$ cat config.mk
export PLATFORM = sky130hd
export DESIGN_NAME = bcd_modn_counter_flat
export DESIGN_NICKNAME = d
export VERILOG_FILES = /design/src/rtl/bcd_modn_counter_if.sv /design/src/rtl/bcd_modn_counter.sv /design/src/flat_wrapper.sv
export SDC_FILE = /design/constraint.sdc
export NUM_CORES = 1
export LEC_CHECK = 0
export ABC_CLOCK_PERIOD_IN_PS = 4600
export BUFFER_PORTS_ARGS = -buffer_cell sky130_fd_sc_hd__clkbuf_2
export CAP_MARGIN = 40
export CORE_ASPECT_RATIO = 0.6
export CORE_MARGIN = 3
export CORE_UTILIZATION = 45
export DETAILED_ROUTE_END_ITERATION = 10
export PLACE_DENSITY = 0.65
export SYNTH_ARGS = -nofsm -noshare
export SYNTH_HDL_FRONTEND = slang
export SYNTH_SLANG_ARGS = --single-unit
$ cat constraint.sdc
create_clock -name clk -period 4.6 [get_ports clk]
set_input_delay 0.92 -clock clk [delete_from_list [all_inputs] [get_ports clk]]
set_output_delay 0.92 -clock clk [all_outputs]
set_load 0.02 [all_outputs]
$ cat src/rtl/bcd_modn_counter_if.sv
// Control and display signals of the BCD modulo-N counter.
// The master side drives the controls; the slave side is the counter itself.
interface bcd_modn_counter_if;
  logic       en;
  logic       up;
  logic       load;
  logic [3:0] ld_units;
  logic [3:0] ld_tens;
  logic [3:0] led1;
  logic [3:0] led2;
  logic       tc;
  logic       err;

  modport master (
    output en, up, load, ld_units, ld_tens,
    input  led1, led2, tc, err
  );

  modport slave (
    input  en, up, load, ld_units, ld_tens,
    output led1, led2, tc, err
  );
endinterface

$ cat src/rtl/bcd_modn_counter.sv
// Two-digit BCD up/down counter, modulo MODULUS, stepping once every
// PRESCALE enabled cycles. Supports a validated synchronous load; tc pulses
// on wrap and err pulses on a rejected load.
module bcd_modn_counter #(
  parameter int unsigned MODULUS  = 60,
  parameter int unsigned PRESCALE = 1
) (
  input  logic              clk,
  input  logic              rs,
  bcd_modn_counter_if.slave bus
);

  localparam logic [3:0]  MAX_U = 4'((MODULUS - 1) % 10);
  localparam logic [3:0]  MAX_T = 4'((MODULUS - 1) / 10);
  localparam logic [15:0] PMAX  = 16'(PRESCALE - 1);
  localparam logic [7:0]  MOD8  = 8'(MODULUS);

  logic [3:0]  units_q, units_d;
  logic [3:0]  tens_q, tens_d;
  logic [15:0] pcnt_q, pcnt_d;
  logic        tc_q, tc_d;
  logic        err_q, err_d;

  logic [7:0]  ld_val;
  logic        ld_ok;
  logic        at_max;
  logic        at_zero;

  // Load is accepted only for two legal BCD digits forming a value below the modulus.
  always_comb begin
    ld_val = 8'(bus.ld_tens) * 8'd10 + 8'(bus.ld_units);
    ld_ok  = (bus.ld_units <= 4'd9) && (bus.ld_tens <= 4'd9) && (ld_val < MOD8);
  end

  assign at_max  = (units_q == MAX_U) && (tens_q == MAX_T);
  assign at_zero = (units_q == 4'd0) && (tens_q == 4'd0);

  // Next-state: load has priority over enable; a rejected load holds everything.
  always_comb begin
    units_d = units_q;
    tens_d  = tens_q;
    pcnt_d  = pcnt_q;
    tc_d    = 1'b0;
    err_d   = 1'b0;
    if (bus.load) begin
      if (ld_ok) begin
        units_d = bus.ld_units;
        tens_d  = bus.ld_tens;
        pcnt_d  = '0;
      end else begin
        err_d = 1'b1;
      end
    end else if (bus.en) begin
      if (pcnt_q == PMAX) begin
        pcnt_d = '0;
        if (bus.up) begin
          if (at_max) begin
            units_d = '0;
            tens_d  = '0;
            tc_d    = 1'b1;
          end else if (units_q == 4'd9) begin
            units_d = '0;
            tens_d  = tens_q + 4'd1;
          end else begin
            units_d = units_q + 4'd1;
          end
        end else begin
          if (at_zero) begin
            units_d = MAX_U;
            tens_d  = MAX_T;
            tc_d    = 1'b1;
          end else if (units_q == 4'd0) begin
            units_d = 4'd9;
            tens_d  = tens_q - 4'd1;
          end else begin
            units_d = units_q - 4'd1;
          end
        end
      end else begin
        pcnt_d = pcnt_q + 16'd1;
      end
    end
  end

  // State and output registers, cleared asynchronously by rs.
  always_ff @(posedge clk or negedge rs) begin
    if (!rs) begin
      units_q <= '0;
      tens_q  <= '0;
      pcnt_q  <= '0;
      tc_q    <= 1'b0;
      err_q   <= 1'b0;
    end else begin
      units_q <= units_d;
      tens_q  <= tens_d;
      pcnt_q  <= pcnt_d;
      tc_q    <= tc_d;
      err_q   <= err_d;
    end
  end

  assign bus.led1 = units_q;
  assign bus.led2 = tens_q;
  assign bus.tc   = tc_q;
  assign bus.err  = err_q;

endmodule
$ cat src/flat_wrapper.sv
// flat-port wrapper written by rule: the top's interface ports become plain ports
module bcd_modn_counter_flat 
#(
  parameter int unsigned MODULUS  = 60,
  parameter int unsigned PRESCALE = 1
)
  (clk, rs, bus_en, bus_up, bus_load, bus_ld_units, bus_ld_tens, bus_led1, bus_led2, bus_tc, bus_err);
  bcd_modn_counter_if bus_i ();
  input  logic clk;
  input  logic rs;
  input wire logic [$bits(bus_i.en)-1:0] bus_en;
  input wire logic [$bits(bus_i.up)-1:0] bus_up;
  input wire logic [$bits(bus_i.load)-1:0] bus_load;
  input wire logic [$bits(bus_i.ld_units)-1:0] bus_ld_units;
  input wire logic [$bits(bus_i.ld_tens)-1:0] bus_ld_tens;
  output wire logic [$bits(bus_i.led1)-1:0] bus_led1;
  output wire logic [$bits(bus_i.led2)-1:0] bus_led2;
  output wire logic [$bits(bus_i.tc)-1:0] bus_tc;
  output wire logic [$bits(bus_i.err)-1:0] bus_err;
  assign bus_i.en = bus_en;
  assign bus_i.up = bus_up;
  assign bus_i.load = bus_load;
  assign bus_i.ld_units = bus_ld_units;
  assign bus_i.ld_tens = bus_ld_tens;
  assign bus_led1 = bus_i.led1;
  assign bus_led2 = bus_i.led2;
  assign bus_tc = bus_i.tc;
  assign bus_err = bus_i.err;
  bcd_modn_counter #(.MODULUS(MODULUS), .PRESCALE(PRESCALE)) u_core (.clk(clk), .rs(rs), .bus(bus_i));
endmodule
; ---- Yosys cells after proc, flatten, opt, wreduce, memory -nomap -nowiden
; Cells that the tools add are included.
[totals]
ff_bits = 26
inputBits = 13
elab_cells = 62
[op_classes]
add_sub_neg = 6
n_mul = 1
n_lt_le_gt_ge = 3
n_eq_ne = 4
muxes = 30
n_reduce_logical = 13
[op_table]
columns = op, n
row1 = 4-bit two-way mux, 18
row2 = 16-bit two-way mux, 4
row3 = "16-bit by 1-bit adder with 16-bit output, second input constant", 1
row4 = 16-bit logical NOT, 1
row5 = "4-bit by 1-bit adder with 4-bit output, second input constant", 2
row6 = 8-bit by 4-bit adder with 8-bit output, 1
row7 = "4-bit less-or-equal comparator, second input constant", 2
row8 = 4-bit logical NOT, 2
row9 = "8-bit by 6-bit less-than comparator with 1-bit output, second input constant", 1
row10 = 1-bit two-way mux, 8
row11 = "4-bit by 1-bit subtractor with 4-bit output, second input constant", 2
row12 = "4-bit by 3-bit multiplier with 7-bit output, second input constant", 1
row13 = 5-bit AND reduction, 1
row14 = "4-bit by 3-bit equality test with 1-bit output, second input constant", 1
row15 = "4-bit equality test, second input constant", 1
row16 = 1-bit logical AND, 4
row17 = "4-bit by 1-bit inequality test with 1-bit output, second input constant", 1
row18 = 2-bit nonzero test, 2
row19 = 4-bit nonzero test, 1
row20 = 3-bit AND reduction, 1
row21 = "2-bit by 1-bit inequality test with 1-bit output, second input constant", 1
row22 = 2-bit AND reduction, 1

; ---- Logic depth before layout (Yosys ltp)
[depth]
ltp_word = 7
ltp_mapped = 10
depth_no_buf = 9

; ---- Worst setup path after synthesis
; No wires, ideal clock.
[synth_timing]
kind = in2reg
start = in bus_ld_tens[1]
end = reg u_core.units_q[0] (netlist: u_core.bus.led1[0])
setup_time_ns = 0.128
arrival_time_ns = 3.223
required_time_ns = 4.472
slack_ns = 1.250
stages = 9
path_buffers = 0
cell_sequence = ha_1 ha_1 fa_1 nand2_1 a21oi_1 mux2i_1 nand4_4 o21ai_2 mux2_1
[synth_between]
elab_chain_len = 6
word_cells_on_any_way = 8
[synth_lines]
columns = item, line_no
row1 = from (decl), flat_wrapper.sv:15  ; input wire logic [$bits(bus_i.ld_tens)-1:0] bus_ld_tens;
row2 = 4-bit by 3-bit multiplier with 7-bit output, bcd_modn_counter.sv:31  ; ld_val = 8'(bus.ld_tens) * 8'd10 + 8'(bus.ld_units);
row3 = 8-bit by 4-bit adder with 8-bit output, bcd_modn_counter.sv:31
row4 = 8-bit by 6-bit less-than comparator with 1-bit output, bcd_modn_counter.sv:32  ; ld_ok = (bus.ld_units <= 4'd9) && (bus.ld_tens <= 4'd9) && (ld_val < MOD8);
row5 = 1-bit logical AND (*), bcd_modn_counter.sv:32
row6 = 2-bit by 1-bit inequality test with 1-bit output (no source line) (*), --
row7 = 3-bit AND reduction (no source line) (*), --
row8 = to (signal assigned), bcd_modn_counter.sv:94  ; units_q <= units_d;
row9 = to (decl), bcd_modn_counter.sv:18  ; logic [3:0] units_q, units_d;
; Mark *: on every way between the ends. The rest lies on a longest branch, timed or not.
; A chain may end at the register's enable or synchronous reset.

; ---- Worst setup path in the final report
; Ends and elaborated chain as after synthesis.

==> flow_summary.ini <==
[power]
p_int_mw = 0.532
ir_drop_mv = 0.232
clock_power_share_pct = 13.2
p_per_area_nw_per_um2 = 413
switchingPower_mw = 0.440
p_leak_nw = 1.07
switching_share_pct = 45.2
power_frac_comb_pct = 49.1
pwr-share-seq_pct = 37.7

[timing]
fin_crit_ns = 3.49
fmax_mhz = 286
fin_tns_setup_ns = 0
drv_slew = 0
setup_viol = 0
clock_skew_ns = 0.00294
rsz0062_at_grt = no
hold_viol = 0
slew_headroom_pct = 57.2
period_share_pct = 75.9
worst_slew_pin_slew_ns = 0.642

[routing]
drt-initial-drc-count = 190
ant_nets = 0
route.detailed.drc = 0
wl_per_cell_um = 16.7
drtPass1Iterations = 5
vias_per_cell = 5.93
routed_wl_mm = 5.29
num_vias = 1873

[synth]
syn_inst = 240
synth_edf_count = 0
async_flop_share_pct = 100
synth_area_sq_um = 2180
syn_area_per_cell_sq_um = 9.07
yosysWarnings = 0
synth_top_flop_cell = dfrtp_1
synth-seq-cells = 26
synth_fp_nets = 269
yosys.cell_types.count = 57
yosysSeqAreaShare_pct = 29.9

[setup_path]
max_stage_delay_ns = 0.54
critPathCaptureType = flip-flop
setup.worst_path.start_class = primary input
cp_cell_sequence = clkbuf_2 -> ha_1 -> ha_1 -> fa_1 -> nand2_1 -> a21oi_1 -> mux2i_1 -> nand4_4 -> o21ai_2 -> mux2_1
worstPathRequired_ns = 4.76
arrival_ns = 3.65
cp_max_fo = 9
cpMostUsedCell = ha_1
cp_slowest_cell = fa_1
rr_worst_depth = 8
worst-setup-path-type = in -> reg

[layout]
design.final.nets = 287
antenna_cells = 0
area_growth_pct = 8.16
fin_util_pct = 53.9
mostFrequentLayoutCell = dfrtp_1
seq_area_sq_um = 651
fillerInstances = 431
final_cell_mix = 26 x dfrtp_1, 25 x nand2_1, 22 x clkbuf_2
final_area_sq_um = 2350
multi_input_area_sq_um = 1440
drive_above_1_share_pct = 16.0

[clocking]
clk_latency_ns = 0.27
clockBufferDepth = 2
cts_setup_buffers = 0
cts.sink_count = 26
cts_tree = built
hold_buffers = 0
clk_pin_slew_ns = 0.09
cts_resized = 0
clockRootBuffer = clkbuf_8
cts_inserted_buffers = 3
htreeDepth = 1

[die]
initial_core_util_pct = 49.8
die_w_um = 95.8
core_sq_um = 4370
io_pins = 23
dieArea_sq_um = 5740
rows = 18
die_h_um = 59.9

[grt]
grt_pass1_wl_mm = 8.47
grt_pass1_vias = 1586
grt_use_total_pct = 19.3
grt_overflow = 0
grt_max_degree = 27
antenna_found_initial = 0

[placed_design]
dp_hpwl_mm = 4.11
port_buffers = 22
dpl_cell_area_sq_um = 2310
place_congestion = 0.860

[hold_path]
whs_path_depth = 1
min_path_type = reg -> reg

[flow_run]
maxCapViolations = 0

[outcome]
outcome = finished, final reports clean
## metrics by stage
step	std cells	worst slack [ns]	power [mW]	hold WS, ns
2_1_floorplan	240	1.25	0.713	0.495
3_3_place_gp	313	0.970	0.839	0.542
3_5_place_dp	313	0.858	0.842	0.525
4_1_cts	316	1.15	0.976	0.538
5_1_grt	316	0.964	1.05	0.573
6_report	316	1.11	0.972	0.532
## worst max-delay path, delay by kind of cell
| family | cells | cell delay (ns) |
|---|---|---|
| compound gates | 2 | 0.36 |
| fa+ha+maj | 3 | 1.05 |
| buf+inv | 1 | 0.14 |
| mux | 2 | 0.84 |
| simple gates | 2 | 0.33 |
## flip-flops by register name (all words and copies together) (netlist names)
name,count
u_core.bus.led1,4
u_core.pcnt_q,16
u_core.bus.err,1
u_core.bus.tc,1
u_core.bus.led2,4
## worst paths after layout
path	startpoint	endpoint	slack [ns]
max in group asynchronous	rs	u_core.pcnt_q[10]$_DFFE_PN0P_	3.52
worst min-delay path	u_core.pcnt_q[11]$_DFFE_PN0P_	u_core.pcnt_q[11]$_DFFE_PN0P_	0.53
worst max-delay path	bus_ld_tens[1]	u_core.bus.led1[0]$_DFFE_PN0P_	1.11
worst min register to register	u_core.pcnt_q[11]$_DFFE_PN0P_	u_core.pcnt_q[11]$_DFFE_PN0P_	0.53
worst max register to register	u_core.bus.led1[0]$_DFFE_PN0P_	u_core.bus.led2[3]$_DFFE_PN0P_	2.09
min in group asynchronous	rs	u_core.bus.led2[3]$_DFFE_PN0P_	0.66
## synth_stat cells (3+ instances only)
| cell | instances | area share (%) |
|---|---|---|
| mux2_2 | 3 | 1.6 |
| and3_1 | 7 | 2.0 |
| nand2_1 | 25 | 4.3 |
| dfrtp_1 | 26 | 30 |
| inv_1 | 10 | 1.7 |
| o31ai_1 | 4 | 1.4 |
| or3_1 | 5 | 1.4 |
| a311oi_1 | 3 | 1.2 |
| ha_1 | 14 | 8.0 |
| nor2_1 | 17 | 2.9 |
| nand3b_1 | 3 | 1.0 |
| o2111ai_1 | 3 | 1.2 |
| nor2b_1 | 3 | 0.86 |
| mux2i_1 | 9 | 4.1 |
| buf_2 | 3 | 0.69 |
| clkbuf_1 | 3 | 0.52 |
| o21ai_0 | 16 | 3.7 |
| nor3_1 | 5 | 1.1 |
| nand3_1 | 11 | 2.5 |
| nand4_1 | 5 | 1.4 |
| a31oi_1 | 5 | 1.4 |
| a21oi_1 | 12 | 2.8 |
## final cells by class
type,instances,area share (%)
Multi-Input combinational cell,195,61.2
Tap cell,60,3.19
Sequential cell,26,27.6
Timing Repair Buffer,22,4.68
Clock buffer,3,1.75
Inverter,10,1.59
## power by group through the flow
stage                     combinational [mW]  clock [mW]  sequential (mW)
after global routing                   0.529       0.139            0.379
after detailed placement               0.473           0            0.369
after CTS                              0.477       0.134            0.365
after global placement                 0.472           0            0.367
after floorplan                        0.349           0            0.364
final                                  0.477       0.129            0.366
## metal layers
layer	GRT usage, %	part of all wire [%]
met5	0	0
met1	34.7	57
met2	22.1	35
met4	2.23	0.30
met3	4.28	7.7
## cell families after synthesis
logic type,synth area share [%]
and+or+nand+nor,27.6
AOI/OAI and AO/OA,18.2
DFF,29.9
buffers and inverters,3.97
muxes,8.10
adders and majority gates,9.89
xor gates and xnor gates,2.36
No activity file was read; power rests on OpenSTA's default activity.
